## src/rtl/pkt_prio_counters.sv

```systemverilog
// Bank of 2^PRIORITY_BIT saturating packet counters.
// Ports: clk, rst_n (async, active-low), clr (sync zero of all counters, wins
// over inc), inc + idx (bump counter idx by one), cnt (flat, counter p at
// [p*CNT_WIDTH +: CNT_WIDTH]).
module pkt_prio_counters #(
  parameter int unsigned PRIORITY_BIT = 3,
  parameter int unsigned CNT_WIDTH    = 16
) (
  input  logic                                   clk,
  input  logic                                   rst_n,
  input  logic                                   clr,
  input  logic                                   inc,
  input  logic [PRIORITY_BIT-1:0]                idx,
  output logic [CNT_WIDTH*(1<<PRIORITY_BIT)-1:0] cnt
);
  localparam int unsigned NumPrio = 1 << PRIORITY_BIT;

  for (genvar p = 0; p < NumPrio; p++) begin : g_cnt
    logic [CNT_WIDTH-1:0] cnt_q;

    always_ff @(posedge clk or negedge rst_n) begin
      if (!rst_n) begin
        cnt_q <= '0;
      end else if (clr) begin
        cnt_q <= '0;
      end else if (inc && (idx == PRIORITY_BIT'(p)) && (cnt_q != '1)) begin
        cnt_q <= cnt_q + CNT_WIDTH'(1);
      end
    end

    assign cnt[p*CNT_WIDTH +: CNT_WIDTH] = cnt_q;
  end
endmodule

```

## config.mk

```make
export PLATFORM = sky130hd
export DESIGN_NAME = pkt_prio_counters
export DESIGN_NICKNAME = d
export VERILOG_FILES = /design/src/rtl/pkt_prio_counters.sv
export SDC_FILE = /design/constraint.sdc
export NUM_CORES = 1
export LEC_CHECK = 0
export CAP_MARGIN = 15
export CELL_PAD_IN_SITES_DETAIL_PLACEMENT = 1
export CELL_PAD_IN_SITES_GLOBAL_PLACEMENT = 2
export CORE_MARGIN = 3
export CORE_UTILIZATION = 32
export DETAILED_ROUTE_END_ITERATION = 7
export PLACE_DENSITY = 0.9
export SETUP_SLACK_MARGIN = 0.1
export SYNTH_ARGS = -nofsm -noshare
export SYNTH_HDL_FRONTEND = slang
export SYNTH_SLANG_ARGS = --single-unit
export TNS_END_PERCENT = 50
```

## constraint.sdc

```tcl
create_clock -name clk -period 2.9 [get_ports clk]
set_input_delay 0.58 -clock clk [delete_from_list [all_inputs] [get_ports clk]]
set_output_delay 0.58 -clock clk [all_outputs]
set_load 0.01 [all_outputs]
```

Word level (Yosys, flattened, before mapping)
Index checks and enable logic that the tools add are counted.
{"block": "classes", "eq_ne": 15, "mux": 16, "n_addsub": 8, "n_reduce_logical": 25}
{"operator": "$mux W16", "count": 16}
{"operator": "$add A16 B1 Y16 const B", "count": 8}
{"operator": "$ne A16 B16 Y1 const B", "count": 8}
{"operator": "$logic_and A1 B1 Y1", "count": 16}
{"operator": "$reduce_bool A2 Y1", "count": 8}
{"operator": "$eq A3 B3 Y1 const B", "count": 4}
{"operator": "$eq A3 B2 Y1 const B", "count": 2}
{"operator": "$eq A3 B1 Y1 const B", "count": 1}
{"operator": "$logic_not A3 Y1", "count": 1}
{"block": "word_totals", "wordCells": 72, "inputBits": 7, "register_bits": 128}

Logic depth before layout (Yosys ltp)
Gate-level depths: netlist of the first run.
{"block": "logic_depth", "ltp_word": 5, "mapped_depth": 7}

Worst setup path before layout of the first run
Ideal clock, no wire load.
{"block": "synth_path", "path_type": "input-to-reg", "startpoint": "input idx[2]", "endpoint": "register g_cnt[0].cnt_q[15]", "stages": 6, "setup_slack_ns": 0.333, "setup_ns": 0.128, "arrival_ns": 2.440, "cell_sequence": "or4b_1 clkbuf_1 or4_1 buf_2 nor4_1 mux2_1"}
{"block": "synth_between", "elab_chain_cells": 4}
{"element": "from (decl)", "line_no": "13", "rtl": "input logic [PRIORITY_BIT-1:0] idx,"}
{"element": "$logic_not A3 Y1", "line_no": "26", "rtl": "end else if (inc && (idx == PRIORITY_BIT'(p)) && (cnt_q != '1)) begin"}
{"element": "$logic_and A1 B1 Y1 (2 in a row)", "line_no": "26"}
{"element": "$reduce_bool A2 Y1 (no line)"}
{"element": "to (signal assigned)", "line_no": "27", "rtl": "cnt_q <= cnt_q + CNT_WIDTH'(1);"}
{"element": "to (decl)", "line_no": "19", "rtl": "logic [CNT_WIDTH-1:0] cnt_q;"}
Every way passes these cells.
A chain may end at the register's enable or synchronous reset.

Final worst setup path of the first run
Ends and elaborated chain as after synthesis.

==> results of run 1 <==
cells in the final DEF, fill, tap and decap left out, types with 4 or more instances in the layout:
cell,count
mux2_1,14
nor4_1,27
or2_2,4
nor3_1,16
o21ai_0,30
o31ai_1,51
a21oi_1,83
nor2_1,40
clkdlybuf4s50_1,132
nand3_1,36
dfrtp_1,128
ha_1,8
nor2b_1,26
o211ai_1,4
nand2_1,66
inv_1,19
and3_1,7
or3_1,29
o41ai_1,4
mux2_2,13
and4_1,11
buf_4,30
clkinvlp_4,5
clkbuf_16,17
mux2i_1,8
and2_1,8
or4_1,55
nand4_1,41
worst max-delay path, stage by stage:
cell	delay, ns
clkdlybuf4s50_1	0.42
or4b_1	0.62
or4_1	0.65
nor4_2	0.28
mux2_1	0.36
metrics by stage:
stage               hold slack (ns)  setup slack [ns]  setup TNS, ns
floorplan                     0.284             0.333              0
global placement              0.551            -0.156         -0.508
detailed placement            0.529            -0.236         -0.706
CTS                           0.131             0.203              0
global route                  0.148             0.134              0
finish                        0.114             0.281              0
final cells by class:
| cell class | count | area [um^2] |
|---|---|---|
| clock buffers | 22 | 474 |
| clock inverters | 9 | 133 |
| inverters | 19 | 71.3 |
| fillers | 2567 | 12400 |
| flip-flops and latches | 128 | 3200 |
| well taps | 280 | 350 |
| repair buffers | 166 | 1610 |
| multi-input cells | 630 | 3970 |
per-layer routing:
layer,vias up,track usage (%),part of all wire [%]
li1,3464,-,-
met1,3699,25.7,47
met2,116,30.9,47
met3,17,4.13,4.3
met4,0,4.96,1.0
met5,-,0,0
logic make-up (layout without fill, tap and decap cells):
logic type,count (synthesis),after routing,synth area share (%)
muxes,35,35,5.21
AOI/OAI and AO/OA,194,194,16.1
DFF,128,128,43.4
adders and majority gates,8,8,1.36
and+or+nand+nor,393,393,30.9
buffers and inverters,58,216,2.97
power breakdown:
group,switching (uW),internal (uW)
combinational,114,47.2
clock,807,1410
sequential,7.26,1790
total,928,3250
worst paths after layout:
kind                                                     from                             end  slack [ns]
worst max-delay path                                   idx[2]  g_cnt[0].cnt_q[15]$_DFFE_PN0P_        0.28
worst min-delay path                                    rst_n  g_cnt[3].cnt_q[15]$_DFFE_PN0P_        0.11
worst max register to register  g_cnt[3].cnt_q[8]$_DFFE_PN0P_  g_cnt[3].cnt_q[15]$_DFFE_PN0P_        0.72
worst min register to register  g_cnt[2].cnt_q[6]$_DFFE_PN0P_   g_cnt[2].cnt_q[6]$_DFFE_PN0P_        0.54
max in group asynchronous                               rst_n   g_cnt[4].cnt_q[0]$_DFFE_PN0P_        2.02
min in group clk                g_cnt[2].cnt_q[6]$_DFFE_PN0P_   g_cnt[2].cnt_q[6]$_DFFE_PN0P_        0.54
timing repair:
item / in CTS / in global routing
setup endpoints to repair: 0 / 1
buffers inserted: 0 / 0
gates resized for setup: 0 / 1
==> flow_metrics.tcl, run 1 <==
set metrics [dict create \
    worstPathRequired_ns 3.20 \
    grt_pass1_wl_um 38700 \
    wl_per_cell_um 18.5 \
    utilization_pct 44.1 \
    path_clk_slew_ns 0.06 \
    setup_viol 0 \
    drive_gt1_share_pct 8.73 \
    synth_top_area_share_pct 43.4 \
    arrival_ns 2.92 \
    netlist_instances 816 \
    synth-seq-area-share_pct 43.4 \
    num_io_pins 135 \
    drt-total-wl_um 23300 \
    maxCapViolCount 0 \
    min_period_ns 2.62 \
    worst_pin_slew_ns 0.951 \
    gp_congestion 0.775 \
    placedCellCount 1222 \
    skew_ns 0.0123 \
    numCtsBuffers 17 \
    yosys.cell_count.top_type "dfrtp_1" \
    hpwl_um 16100 \
    post-route-period-util_pct 90.3 \
    vias_per_cell 5.82 \
    ctsHoldBuffers 0 \
    synth_edf_count 0 \
    root_buffer "clkbuf_16" \
    num_vias 7296 \
    max_slew_margin_pct 35.6 \
    synth_seq_cells 128 \
    fin_area_um2 9810 \
    leakagePower_uw 0.00355 \
    crit_type "in -> reg" \
    rows 54 \
    ys.flop_type "dfrtp_1" \
    cts_htree_levels 4 \
    chipHeight_um 158 \
    max_freq_mhz 382 \
    areaGrowthSynthToFinish_pct 33.0 \
    cts_tree "done" \
    start_util_pct 33.2 \
    ant_nets 0 \
    cts_buffer_depth 2 \
    synthArstFlopShare_pct 100 \
    coreArea_um2 22200 \
    powerDensity_nw_per_um2 426 \
    top_register "g_cnt.cnt_q" \
    ys_top_cells_by_count "dfrtp_1 (128), a21oi_1 (83), nand2_1 (66), or4_1 (55), o31ai_1 (51)" \
    largest_reg_flops 128 \
    grtUsageTotal_pct 19.0 \
    syn_nets 831 \
    cp-end-kind "flip-flop" \
    synth_area_leader_cell "dfrtp_1" \
    fin_cells 1254 \
    ir_worst_vdd_uv 313 \
    layout.nets 977 \
    synth_area_per_cell_um2 9.04 \
    port_buffers 134 \
    insertion_delay_ns 0.42 \
    hold_viol_final 0 \
    dieArea_um2 24900 \
    r2r_cells 4 \
    start_kind "input pin" \
    grt_max_degree 101 \
    synth_area_leaders "dfrtp_1 (43%), a21oi_1 (5.6%), or4_1 (5.6%), o31ai_1 (5.2%), nand4_1 (3.5%)" \
    die_w_um 158 \
    syn_area_um2 7380 \
    cts_num_sinks 128 \
    cp_max_fo 6 \
    grt_pass1_vias 7481 \
    hold_path_class "in -> async" \
    ys_warn_count 0 \
    finalPower_uw 4180 \
    drc_errors 0 \
    reg_top3 "g_cnt.cnt_q: 128 flops" \
    rsz0062_at_grt "no" \
    slew_violations 0 \
    firstDrtPassIters 4 \
    drt_iter0_drc 256 \
    antenna_found_initial 0 \
    place_area_um2 9190 \
    num_antenna_cells 0 \
    grt-ovfl-total 0 \
    status "finished clean" \
    ys_types 51 \
]
Power figures use the tool's default switching activity.
==> run 2, diff against run 1 <==
--- a/config.mk
+++ b/config.mk
@@ -11,7 +11,7 @@
 export CORE_MARGIN = 3
 export CORE_UTILIZATION = 32
 export DETAILED_ROUTE_END_ITERATION = 7
-export PLACE_DENSITY = 0.9
+export PLACE_DENSITY_LB_ADDON = 0.1
 export SETUP_SLACK_MARGIN = 0.1
 export SYNTH_ARGS = -nofsm -noshare
 export SYNTH_HDL_FRONTEND = slang
==> run 2 against run 1 <==
Net effect: critical endpoint unchanged; clock power up 8%; critical path depth unchanged; wire length up 2.7%; largest power group unchanged; first-iteration DRC count up 46%; core utilization about the same; register-to-register slack worse by 0.08 ns.
==> flow_metrics.tcl, run 2 (synthesized netlist as in run 1, its figures left out) <==
set metrics [dict create \
    cts_num_sinks 128 \
    cp_max_fo 7 \
    worst_pin_slew_ns 1.08 \
    cts_buffer_depth 2 \
    drt_iter0_drc 374 \
    insertion_delay_ns 0.41 \
    wl_per_cell_um 19.1 \
    multi_input_area_um2 3970 \
    rows 54 \
    start_kind "input pin" \
    hpwl_um 16500 \
    path_cells "clkdlybuf4s50_1 > or4b_1 > or4_1 > nor4_1 > mux2_1" \
    coreArea_um2 22200 \
    ant_nets 0 \
    rr_startpoint "g_cnt[1].cnt_q[2]$_DFFE_PN0P_" \
    cts_resized 0 \
    cp-end-kind "flip-flop" \
    dieArea_um2 24900 \
    min_period_ns 2.64 \
    slew_violations 0 \
    grt_busiest_layer "met2" \
    numCtsBuffers 17 \
    met3_usage_pct 3.91 \
    fin_area_um2 9820 \
    regArea_um2 3200 \
    crit_type "in -> reg" \
    grt-ovfl-total 0 \
    cp-startpoint "idx[2]" \
    nFillCells 2543 \
    post-route-period-util_pct 90.9 \
    die_w_um 158 \
    hold_viol_final 0 \
    whs_ns 0.119 \
    use_met1_pct 26.3 \
    final_cell_mix "clkdlybuf4s50_1 (132), dfrtp_1 (128), a21oi_1 (83)" \
    grtUsageTotal_pct 19.6 \
    drc_errors 0 \
    layout.nets 974 \
    num_io_pins 135 \
    post-cts-setup-buffers 0 \
    finalPower_uw 4360 \
    path_clk_slew_ns 0.06 \
    top_register "g_cnt.cnt_q" \
    cts_htree_levels 4 \
    placedCellCount 1220 \
    hold_path_class "in -> async" \
    reg_top3 "g_cnt.cnt_q: 128 flops" \
    skew_ns 0.00927 \
    start_util_pct 33.2 \
    maxCapViolCount 0 \
    pwr-share-seq_pct 41.3 \
    pwr-share-comb_pct 3.8 \
    port_buffers 134 \
    worstPathRequired_ns 3.19 \
    largest_reg_flops 128 \
    ctsHoldBuffers 0 \
    max_stage_delay_ns 0.64 \
    grt_max_degree 146 \
    drt-total-wl_um 23900 \
    layout_commonest_cell "clkdlybuf4s50_1" \
    setup_viol 0 \
    firstDrtPassIters 4 \
    gp_congestion 0.793 \
    worst_path_max_delay_cell "or4_1" \
    areaGrowthSynthToFinish_pct 33.1 \
    root_buffer "clkbuf_16" \
    pwr-share-clk_pct 54.9 \
    fin_cells 1252 \
    antenna_found_initial 0 \
    cp.buffers_inverters 1 \
    arrival_ns 2.92 \
    grt_pass1_vias 7818 \
    switchingPower_uw 950 \
    chipHeight_um 158 \
    critPathTopFamily "simple AND/OR/NAND/NOR gates" \
    leakagePower_uw 0.00356 \
    num_antenna_cells 0 \
    drive_gt1_share_pct 8.44 \
    place_area_um2 9180 \
    switching_share_pct 21.8 \
    num_vias 7272 \
    cts_tree "done" \
    vias_per_cell 5.81 \
    powerDensity_nw_per_um2 444 \
    rsz0062_at_grt "no" \
    grt_use_met2_pct 32.7 \
    max_freq_mhz 379 \
    internal-power_uw 3410 \
    status "finished clean" \
    ir_worst_vdd_uv 307 \
    grt_pass1_wl_um 40100 \
    max_slew_margin_pct 27.1 \
]
## run 2: cell types whose count changed in the layout (fill, tap and decap cells not counted)
cell and change:
clkinv_2 +3, clkinvlp_4 -3, buf_4 -2, bufinv_16 +2
clkbuf_4 -1, clkbuf_8 -1, nor4_1 +1, nor4_2 -1
## run 2: final cells by class
cell class,count,share of cell area (%)
clock buffer,21,4.69
clock inverter,11,1.89
inverter,19,0.726
multi-input combinational,630,40.4
sequential,128,32.6
tap,280,3.57
timing repair buffer,163,16.1
## run 2: path summary, 6_finish.rpt
check / endpoint / slack, ns / depth (start not counted)
setup reg to reg: g_cnt[1].cnt_q[15]$_DFFE_PN0P_ / 0.64 / 4
hold reg to reg: g_cnt[2].cnt_q[6]$_DFFE_PN0P_ / 0.55 / 1
min in group clk: g_cnt[2].cnt_q[6]$_DFFE_PN0P_ / 0.55 / 1
hold / removal: g_cnt[5].cnt_q[13]$_DFFE_PN0P_ / 0.12 / 1
max in group asynchronous: g_cnt[7].cnt_q[7]$_DFFE_PN0P_ / 2.07 / 2
setup / recovery: g_cnt[0].cnt_q[15]$_DFFE_PN0P_ / 0.26 / 5
## run 2: power groups by stage
stage	Clock (uW)	Sequential [uW]	Combinational [uW]
after floorplan	0	1830	67.7
after global placement	0	1830	165
after detailed placement	0	1830	171
after CTS	2460	1800	173
after global routing	2530	1800	189
final	2390	1800	166
## run 2: per-layer routing
layer	share of wire, %	vias up
li1	-	3457
met4	0.83	0
met2	49	123
met5	0	-
met1	47	3676
met3	3.4	16
## run 2: metrics by stage
step,TNS (ns),setup slack [ns],utilization [%]
2_1_floorplan,0,0.333,-
3_3_place_gp,-0.120,-0.0638,41.3
3_5_place_dp,-0.415,-0.162,41.3
4_1_cts,0,0.285,44.2
5_1_grt,0,0.238,44.2
6_report,0,0.264,44.2
